==> config.mk <==
export PLATFORM = sky130hd
export DESIGN_NAME = pipeline_trace_monitor
export DESIGN_NICKNAME = d
export VERILOG_FILES = /design/src/rtl/rv32i_pkg.sv /design/src/rtl/trace_fifo.sv /design/src/rtl/pipeline_trace_monitor.sv
export SDC_FILE = /design/constraint.sdc
export NUM_CORES = 2
export LEC_CHECK = 0
export BUFFER_PORTS_ARGS = -buffer_cell sky130_fd_sc_hd__clkbuf_2
export CAP_MARGIN = 20
export CELL_PAD_IN_SITES_DETAIL_PLACEMENT = 0
export CELL_PAD_IN_SITES_GLOBAL_PLACEMENT = 1
export CORE_UTILIZATION = 45
export DETAILED_ROUTE_END_ITERATION = 16
export PLACE_DENSITY = 0.76
export SETUP_SLACK_MARGIN = 0.5
export SYNTH_ARGS = -nofsm -noshare
export SYNTH_HDL_FRONTEND = slang
export SYNTH_SLANG_ARGS = --single-unit
==> constraint.sdc <==
create_clock -name clk -period 4 [get_ports clk]
set_input_delay 0.4 -clock clk [delete_from_list [all_inputs] [get_ports clk]]
set_output_delay 0.4 -clock clk [all_outputs]
set_load 0.05 [all_outputs]
==> src/rtl/rv32i_pkg.sv <==
// ---------------------------------------------------------------------------
// rv32i_pkg
// Shared definitions for the rv32i_cpu execution monitor.
//   INSTR_ECALL / INSTR_EBREAK : encodings that stop the monitored program
//   halt_cause_e               : reason the monitor stopped recording
//   mon_state_e                : monitor FSM states
// ---------------------------------------------------------------------------
package rv32i_pkg;

    localparam logic [31:0] INSTR_ECALL  = 32'h00000073;
    localparam logic [31:0] INSTR_EBREAK = 32'h00100073;

    typedef enum logic [1:0] {
        HALT_NONE    = 2'b00,
        HALT_ECALL   = 2'b01,
        HALT_EBREAK  = 2'b10,
        HALT_TIMEOUT = 2'b11
    } halt_cause_e;

    typedef enum logic [1:0] {
        MON_IDLE  = 2'b00,
        MON_RUN   = 2'b01,
        MON_DRAIN = 2'b10,
        MON_DONE  = 2'b11
    } mon_state_e;

endpackage

==> src/rtl/trace_fifo.sv <==
// ---------------------------------------------------------------------------
// trace_fifo
// Synchronous FIFO holding trace records.
//   clk_i    : clock, rising edge
//   rst_ni   : asynchronous active-low reset (empties the FIFO)
//   push_i   : write wdata_i this cycle
//   wdata_i  : record to write
//   pop_i    : remove head this cycle (ignored when empty)
//   rdata_o  : head record; zero while empty
//   full_o   : all DEPTH entries occupied
//   empty_o  : no entries
//   drop_o   : push_i could not be accepted (full with no pop)
// A push while full is accepted when a pop frees the slot in the same cycle.
// ---------------------------------------------------------------------------
module trace_fifo #(
    parameter int unsigned WIDTH = 8,
    parameter int unsigned DEPTH = 16
) (
    input  logic             clk_i,
    input  logic             rst_ni,
    input  logic             push_i,
    input  logic [WIDTH-1:0] wdata_i,
    input  logic             pop_i,
    output logic [WIDTH-1:0] rdata_o,
    output logic             full_o,
    output logic             empty_o,
    output logic             drop_o
);

    localparam int unsigned AW = $clog2(DEPTH);

    logic [WIDTH-1:0] mem_q [DEPTH];
    logic [AW:0]      wptr_q, wptr_d;
    logic [AW:0]      rptr_q, rptr_d;
    logic             do_push, do_pop;

    // Extra wrap bit distinguishes full from empty when the indices match.
    assign empty_o = (wptr_q == rptr_q);
    assign full_o  = (wptr_q[AW] != rptr_q[AW]) && (wptr_q[AW-1:0] == rptr_q[AW-1:0]);

    assign do_pop  = pop_i && !empty_o;
    assign do_push = push_i && (!full_o || do_pop);
    assign drop_o  = push_i && !do_push;

    assign rdata_o = empty_o ? '0 : mem_q[rptr_q[AW-1:0]];

    always_comb begin
        wptr_d = wptr_q;
        rptr_d = rptr_q;
        if (do_push) wptr_d = wptr_q + 1'b1;
        if (do_pop)  rptr_d = rptr_q + 1'b1;
    end

    always_ff @(posedge clk_i or negedge rst_ni) begin
        if (!rst_ni) begin
            wptr_q <= '0;
            rptr_q <= '0;
        end else begin
            wptr_q <= wptr_d;
            rptr_q <= rptr_d;
        end
    end

    always_ff @(posedge clk_i) begin
        if (do_push) mem_q[wptr_q[AW-1:0]] <= wdata_i;
    end

endmodule

==> src/rtl/pipeline_trace_monitor.sv <==
// ---------------------------------------------------------------------------
// pipeline_trace_monitor
// Per-cycle execution monitor for the N-issue rv32i_cpu. Each RUN cycle packs
// lane and pipeline status into one record pushed into a trace FIFO drained
// by a ready/valid consumer; also detects halt and keeps saturating counters.
//   clk, rst_n                 : clock / asynchronous active-low reset
//   enable                     : start monitoring (sampled in IDLE)
//   max_cycles                 : timeout limit, 0 disables
//   lane_valid, lane_instr     : EX lane status, lane i at [32*i +: 32]
//   stall, branch_taken, bubble: pipeline status flags
//   trace_valid/ready/data     : record stream
//       trace_data = {cycle, stall, branch_taken, bubble, lane_valid, lane_instr}
//   halted, halt_cause, halt_lane, halt_cycle : latched halt information
//   done                       : halted and trace FIFO drained
//   cycle/retire/stall/drop_count, overflow   : statistics
// ---------------------------------------------------------------------------
module pipeline_trace_monitor
    import rv32i_pkg::*;
#(
    parameter  int unsigned NUM_LANES  = 2,
    parameter  int unsigned CNT_W      = 32,
    parameter  int unsigned FIFO_DEPTH = 16,
    localparam int unsigned REC_W      = CNT_W + 3 + NUM_LANES + 32 * NUM_LANES
) (
    input  logic                    clk,
    input  logic                    rst_n,
    input  logic                    enable,
    input  logic [CNT_W-1:0]        max_cycles,
    input  logic [NUM_LANES-1:0]    lane_valid,
    input  logic [32*NUM_LANES-1:0] lane_instr,
    input  logic                    stall,
    input  logic                    branch_taken,
    input  logic                    bubble,
    output logic                    trace_valid,
    input  logic                    trace_ready,
    output logic [REC_W-1:0]        trace_data,
    output logic                    halted,
    output logic [1:0]              halt_cause,
    output logic [1:0]              halt_lane,
    output logic [CNT_W-1:0]        halt_cycle,
    output logic                    done,
    output logic [CNT_W-1:0]        cycle_count,
    output logic [CNT_W-1:0]        retire_count,
    output logic [CNT_W-1:0]        stall_count,
    output logic [CNT_W-1:0]        drop_count,
    output logic                    overflow
);

    mon_state_e       state_q, state_d;
    logic [CNT_W-1:0] cycle_q, cycle_d;
    logic [CNT_W-1:0] retire_q, retire_d;
    logic [CNT_W-1:0] stall_q, stall_d;
    logic [CNT_W-1:0] drop_q, drop_d;
    logic [CNT_W-1:0] hcycle_q, hcycle_d;
    logic             halted_q, halted_d;
    halt_cause_e      cause_q, cause_d;
    logic [1:0]       lane_q, lane_d;

    logic             push;
    logic             fifo_empty, fifo_full, fifo_drop;
    logic [REC_W-1:0] record;

    logic             instr_halt;
    halt_cause_e      instr_cause;
    logic [1:0]       instr_lane;
    logic             timeout;
    logic [CNT_W-1:0] lanes_retired;

    function automatic logic [CNT_W-1:0] sat_add(input logic [CNT_W-1:0] a,
                                                 input logic [CNT_W-1:0] b);
        logic [CNT_W:0] s;
        s = {1'b0, a} + {1'b0, b};
        return s[CNT_W] ? '1 : s[CNT_W-1:0];
    endfunction

    assign record = {cycle_q, stall, branch_taken, bubble, lane_valid, lane_instr};

    // Lowest-index halting lane wins: later lanes are ignored once one is found.
    always_comb begin
        instr_halt    = 1'b0;
        instr_cause   = HALT_NONE;
        instr_lane    = '0;
        lanes_retired = '0;
        for (int unsigned i = 0; i < NUM_LANES; i++) begin
            lanes_retired = lanes_retired + CNT_W'(lane_valid[i]);
            if (!instr_halt && lane_valid[i]) begin
                if (lane_instr[32*i +: 32] == INSTR_ECALL) begin
                    instr_halt  = 1'b1;
                    instr_cause = HALT_ECALL;
                    instr_lane  = 2'(i);
                end else if (lane_instr[32*i +: 32] == INSTR_EBREAK) begin
                    instr_halt  = 1'b1;
                    instr_cause = HALT_EBREAK;
                    instr_lane  = 2'(i);
                end
            end
        end
    end

    // Fires on the cycle whose record is the max_cycles-th one.
    assign timeout = (max_cycles != '0) && (cycle_q >= max_cycles - CNT_W'(1));

    always_comb begin
        state_d  = state_q;
        cycle_d  = cycle_q;
        retire_d = retire_q;
        stall_d  = stall_q;
        hcycle_d = hcycle_q;
        halted_d = halted_q;
        cause_d  = cause_q;
        lane_d   = lane_q;
        push     = 1'b0;
        drop_d   = fifo_drop ? sat_add(drop_q, CNT_W'(1)) : drop_q;

        case (state_q)
            MON_IDLE: begin
                if (enable) state_d = MON_RUN;
            end
            MON_RUN: begin
                push     = 1'b1;
                cycle_d  = sat_add(cycle_q, CNT_W'(1));
                retire_d = sat_add(retire_q, lanes_retired);
                if (stall) stall_d = sat_add(stall_q, CNT_W'(1));
                if (instr_halt || timeout) begin
                    state_d  = MON_DRAIN;
                    halted_d = 1'b1;
                    cause_d  = instr_halt ? instr_cause : HALT_TIMEOUT;
                    lane_d   = instr_halt ? instr_lane : 2'b00;
                    hcycle_d = cycle_q;
                end
            end
            MON_DRAIN: begin
                if (fifo_empty) state_d = MON_DONE;
            end
            MON_DONE: begin
                state_d = MON_DONE;
            end
            default: state_d = MON_IDLE;
        endcase
    end

    always_ff @(posedge clk or negedge rst_n) begin
        if (!rst_n) begin
            state_q  <= MON_IDLE;
            cycle_q  <= '0;
            retire_q <= '0;
            stall_q  <= '0;
            drop_q   <= '0;
            hcycle_q <= '0;
            halted_q <= 1'b0;
            cause_q  <= HALT_NONE;
            lane_q   <= '0;
        end else begin
            state_q  <= state_d;
            cycle_q  <= cycle_d;
            retire_q <= retire_d;
            stall_q  <= stall_d;
            drop_q   <= drop_d;
            hcycle_q <= hcycle_d;
            halted_q <= halted_d;
            cause_q  <= cause_d;
            lane_q   <= lane_d;
        end
    end

    trace_fifo #(
        .WIDTH (REC_W),
        .DEPTH (FIFO_DEPTH)
    ) u_fifo (
        .clk_i   (clk),
        .rst_ni  (rst_n),
        .push_i  (push),
        .wdata_i (record),
        .pop_i   (trace_valid && trace_ready),
        .rdata_o (trace_data),
        .full_o  (fifo_full),
        .empty_o (fifo_empty),
        .drop_o  (fifo_drop)
    );

    assign trace_valid  = !fifo_empty;
    assign halted       = halted_q;
    assign halt_cause   = cause_q;
    assign halt_lane    = lane_q;
    assign halt_cycle   = hcycle_q;
    assign done         = (state_q == MON_DONE);
    assign cycle_count  = cycle_q;
    assign retire_count = retire_q;
    assign stall_count  = stall_q;
    assign drop_count   = drop_q;
    assign overflow     = (drop_q != '0);

    // Full flag is implied by drop_o; kept visible for debug probing.
    logic unused_full;
    assign unused_full = fifo_full;

endmodule

==> qor.txt <==
ROUTE
--------------------------------------------------------------------------------------------------------
Number of DRC violations after detailed routing                                                        0
Mean routed wirelength per cell                                                                  28.8 um
Via density per instance                                                                            5.81
Number of nets with antenna violations after routing                                                   0
First-pass DRT Iterations                                                                              5
Drt total wl                                                                                      182 mm
Number of design-rule violations left by the first detailed-router iteration                        3654
Total number of vias                                                                               36700

FLOORPLANNING
--------------------------------------------------------------------------------------------------------
Core box area                                                                                  0.157 mm2
Horizontal die dimension                                                                          400 um
Die Ht                                                                                            400 um
Cell row count                                                                                       145
Starting Density                                                                                   45.4%
Total Die Area                                                                                 0.160 mm2
Ports                                                                                                374

FINISH
--------------------------------------------------------------------------------------------------------
Area growth syn-to-layout                                                                          22.5%
Design area                                                                                   0.0871 mm2
Layout Utilization                                                                                 55.7%
Number of fill cells                                                                               11600
Count of nets after finishing                                                                       4263
Multi-input gate area in the final layout                                                     0.0179 mm2
Share of post-route cells with drive strength above 1                                              36.3%
Footprint of the flip-flops and latches                                                       0.0529 mm2

GRT
--------------------------------------------------------------------------------------------------------
Leftover overflow at the end of global routing                                                         0
Global-route wire length before repair                                                            262 mm
Global-route usage over all layers                                                                 22.8%
Antenna violations before repair                                                                       9
Maximum number of pins on one net before global-route repair                                         104
Vias in the first global route                                                                     37700

YOSYS
--------------------------------------------------------------------------------------------------------
Number of synthesized flops with an enable pin                                                      1616
Mux share of post-synthesis cell area                                                              16.8%
Simple logic cell fraction of the synthesized area                                                 4.64%
Sequential share of the synthesized area                                                           74.4%
Cell taking the most area after synthesis                                                       edfxtp_1
Fraction of post-synthesis cell area in the top cell type by area                                  68.2%
Number of standard cells after synthesis                                                            3372
Most common flop cell mapped by yosys                                                           edfxtp_1
Total standard cell area after synthesis                                                      0.0711 mm2
Proportion of register bits with asynchronous set or reset after synthesis                         9.82%
#FFs+latches synth                                                                                  1792
Complex-gate fraction of the synthesized area                                                     0.719%
Avg Synthesized Cell Area                                                                       21.1 um2
Main combinational cell family by area after synthesis                                      multiplexers
Share of synthesized cell area in full adder, half adder and majority cells                       0.802%
Dominant cells by area after synthesis                                                      edfxtp_1, mux4_2, dfrtp_1
Share of the synthesized netlist area taken by xor and xnor gates                                  1.58%
Total number of yosys warnings                                                                         0
Net count after synthesis                                                                           3522
Count of distinct cell types in the synthesized netlist                                               70
Leading cell type by number of instances after synthesis                                        edfxtp_1
Commonest cells in the netlist                                                              edfxtp_1, mux4_2, dfrtp_1

PLACEMENT
--------------------------------------------------------------------------------------------------------
HPWL reported at the end of detailed placement                                                    100 mm
Final weighted congestion in routability-driven placement                                          0.815
Number of port buffers                                                                               372
Cell Area, Placed                                                                             0.0771 mm2

HOLD PATH
--------------------------------------------------------------------------------------------------------
Hold WC Path Type                                                                                 in2reg
Hold Path Cell Cnt                                                                                     1
Hold path start                                                                             lane_instr[47]
Hold Crit Endpoint                                                                          u_fifo.mem_q[9][47]

POWER AND IR DROP
--------------------------------------------------------------------------------------------------------
Max VDD drop                                                                                     1050 uV
Leakage dissipation                                                                              30.9 nW
Cell Pwr Density                                                                              821 mW/mm2

CLOCKING
--------------------------------------------------------------------------------------------------------
Clk_lat worst skew                                                                               0.83 ns
Clock Path Buffers                                                                                     3
Number of buffers added by the clock tree synthesis step                                             182
Clock sink count                                                                                    1792
Max H-tree Level                                                                                       4
Post-CTS clock slew at the launch and capture registers of the worst setup and hold paths        0.06 ns
CTS tree                                                                                           built
Clock tree root driver cell                                                                    clkbuf_16

TIMING
--------------------------------------------------------------------------------------------------------
Worst slew pin tran                                                                              1.08 ns
Final critical path time including I/O delays and setup                                          3.70 ns
Final Hold Fails                                                                                       0
Relative max-transition margin                                                                     27.4%
TNS Setup                                                                                           0 ns
Setup skew after layout                                                                        0.0388 ns
Max Fclk                                                                                       0.271 GHz
Max-slew violation count                                                                               0
Setup-violating endpoint count in the final report                                                     0
Final cycle utilization of the critical path                                                       92.4%
Setup repair after global routing missed its margin                                                  yes
Hold Worst Slack                                                                               0.0526 ns

WORST SETUP PATH
--------------------------------------------------------------------------------------------------------
Setup slack of the worst register-to-register path                                               0.78 ns
Path type of the worst setup path                                                                reg2out
Slowest library cell on the worst path                                                            mux4_2
Critical path arrival                                                                            3.30 ns
Worst reg2reg path endpoint                                                                 cycle_count[31]
CP bufs+invs                                                                                           5
Crit end category                                                                            output port
Beginning of the worst register-to-register path                                            cycle_count[6]
Largest fanout on the critical path                                                                   12
CP startpoint kind                                                                                  flop
Ordered list of cells on the worst path                                                     buf_12, buf_4, buf_4, buf_16, mux4_2, mux4_2, nor2b_1, clkbuf_8
Required time reported for the critical path endpoint                                            3.60 ns
Top delay family on crit path                                                               multiplexers
CP max stage delay                                                                               0.56 ns
Number of cells on the worst reg-to-reg path                                                           7

FLOW RUN
--------------------------------------------------------------------------------------------------------
Maxcap violations                                                                                      0

OUTCOME
--------------------------------------------------------------------------------------------------------
Run status                                                                                  finished clean

[kinds of logic (layout without fill, tap and decap cells)]
| family | after synthesis | in the layout |
|---|---|---|
| xor+xnor | 128 | 128 |
| buf+inv | 177 | 1066 |
| mux | 547 | 547 |
| fa+ha+maj | 45 | 45 |
| flops | 1792 | 1792 |
| simple gates | 599 | 599 |
| compound gates | 83 | 83 |
| other cells | 1 | 5 |
[repair_timing]
item	in CTS	in global routing
hold buffers	58	0
gates resized for setup	298	202
setup buffers	39	17
pin swaps	1	0
hold endpoints to repair	901	0
cloned	35	13
endpoints found under the setup margin	102	127
[final cells by class]
| type | count | share of cell area (%) |
|---|---|---|
| Sequential cell | 1792 | 60.8 |
| Timing Repair Buffer | 709 | 8.97 |
| Antenna cell | 4 | 0.0115 |
| Inverter | 25 | 0.108 |
| Clock inverter | 100 | 1.10 |
| Tap cell | 2058 | 2.95 |
| Multi-Input combinational cell | 1403 | 20.6 |
| Clock buffer | 232 | 5.52 |
[sequential cells by signal, indices dropped and copies added (netlist names)]
signal / cells
state_q: 2
halt_lane: 1
halt_cause: 2
u_fifo.wptr_q: 5
u_fifo.mem_q: 1616
halt_cycle: 32
retire_count: 32
u_fifo.rptr_q: 5
halted: 1
stall_count: 32
cycle_count: 32
drop_count: 32
[cell usage in the layout (no fill, tap or decap), types with 13 or more instances in the layout]
cell | Yosys | final
inv_1 | 25 | 25
buf_16 | 0 | 52
a21oi_1 | 29 | 29
xnor2_1 | 61 | 61
nor2b_4 | 0 | 54
clkinv_2 | 0 | 26
buf_6 | 0 | 27
nand4_1 | 39 | 39
o21ai_0 | 18 | 18
clkbuf_1 | 95 | 45
nor3_1 | 27 | 27
clkbuf_16 | 0 | 197
nor2_1 | 62 | 61
buf_12 | 2 | 78
nand3_1 | 61 | 61
and3_1 | 25 | 25
xor2_1 | 67 | 67
mux2_2 | 13 | 13
clkbuf_8 | 0 | 31
nand2_1 | 153 | 153
nor4_1 | 30 | 30
or3_1 | 14 | 14
dlygate4sd3_1 | 0 | 58
clkbuf_2 | 1 | 270
mux4_2 | 505 | 505
clkinv_1 | 0 | 40
buf_8 | 1 | 61
nor2b_1 | 109 | 49
buf_4 | 1 | 119
edfxtp_1 | 1616 | 1616
ha_1 | 44 | 44
mux2_4 | 27 | 27
and4_1 | 18 | 14
dfrtp_1 | 176 | 172
[power breakdown]
part	total, mW	internal, mW	switching, mW
combinational	30.2	13.9	16.4
clock	16.5	9.24	7.28
sequential	24.8	24.0	0.826
[how the worst max path moves through the flow]
stage,start,endpoint,cells after the start
floorplan,max_cycles[16],halt_cycle[25],14
global placement,max_cycles[16],halt_cycle[2],15
detailed placement,max_cycles[16],halt_cycle[2],15
CTS,u_fifo.rptr_q[0],trace_data[99],8
global route,u_fifo.rptr_q[0],trace_data[13],8
finish,u_fifo.rptr_q[0],trace_data[32],8
[metal layers]
metal | routed length, um | track usage, %
met2 | 90400 | 37.6
met4 | 3060 | 4.91
met3 | 14600 | 5.16
met5 | 89 | 0
met1 | 74100 | 31.2
[worst register-to-register path, cell delays in order (launching register included)]
cell	delay (ns)
dfrtp_1	0.59
buf_4	0.31
and4_1	0.28
and4_1	0.36
nand4_1	0.17
nor4_1	0.72
nand2_1	0.50
nand3_1	0.21
[through the flow]
step | instances | power [mW] | setup WS (ns)
2_1_floorplan | 3372 | 41.3 | 0.242
3_3_place_gp | 5825 | 48.9 | 0.000806
3_5_place_dp | 5825 | 49.1 | -0.0128
4_1_cts | 6289 | 70.1 | 0.242
5_1_grt | 6320 | 74.2 | 0.231
6_report | 6323 | 71.6 | 0.305
Power figures use the tool's default switching activity.
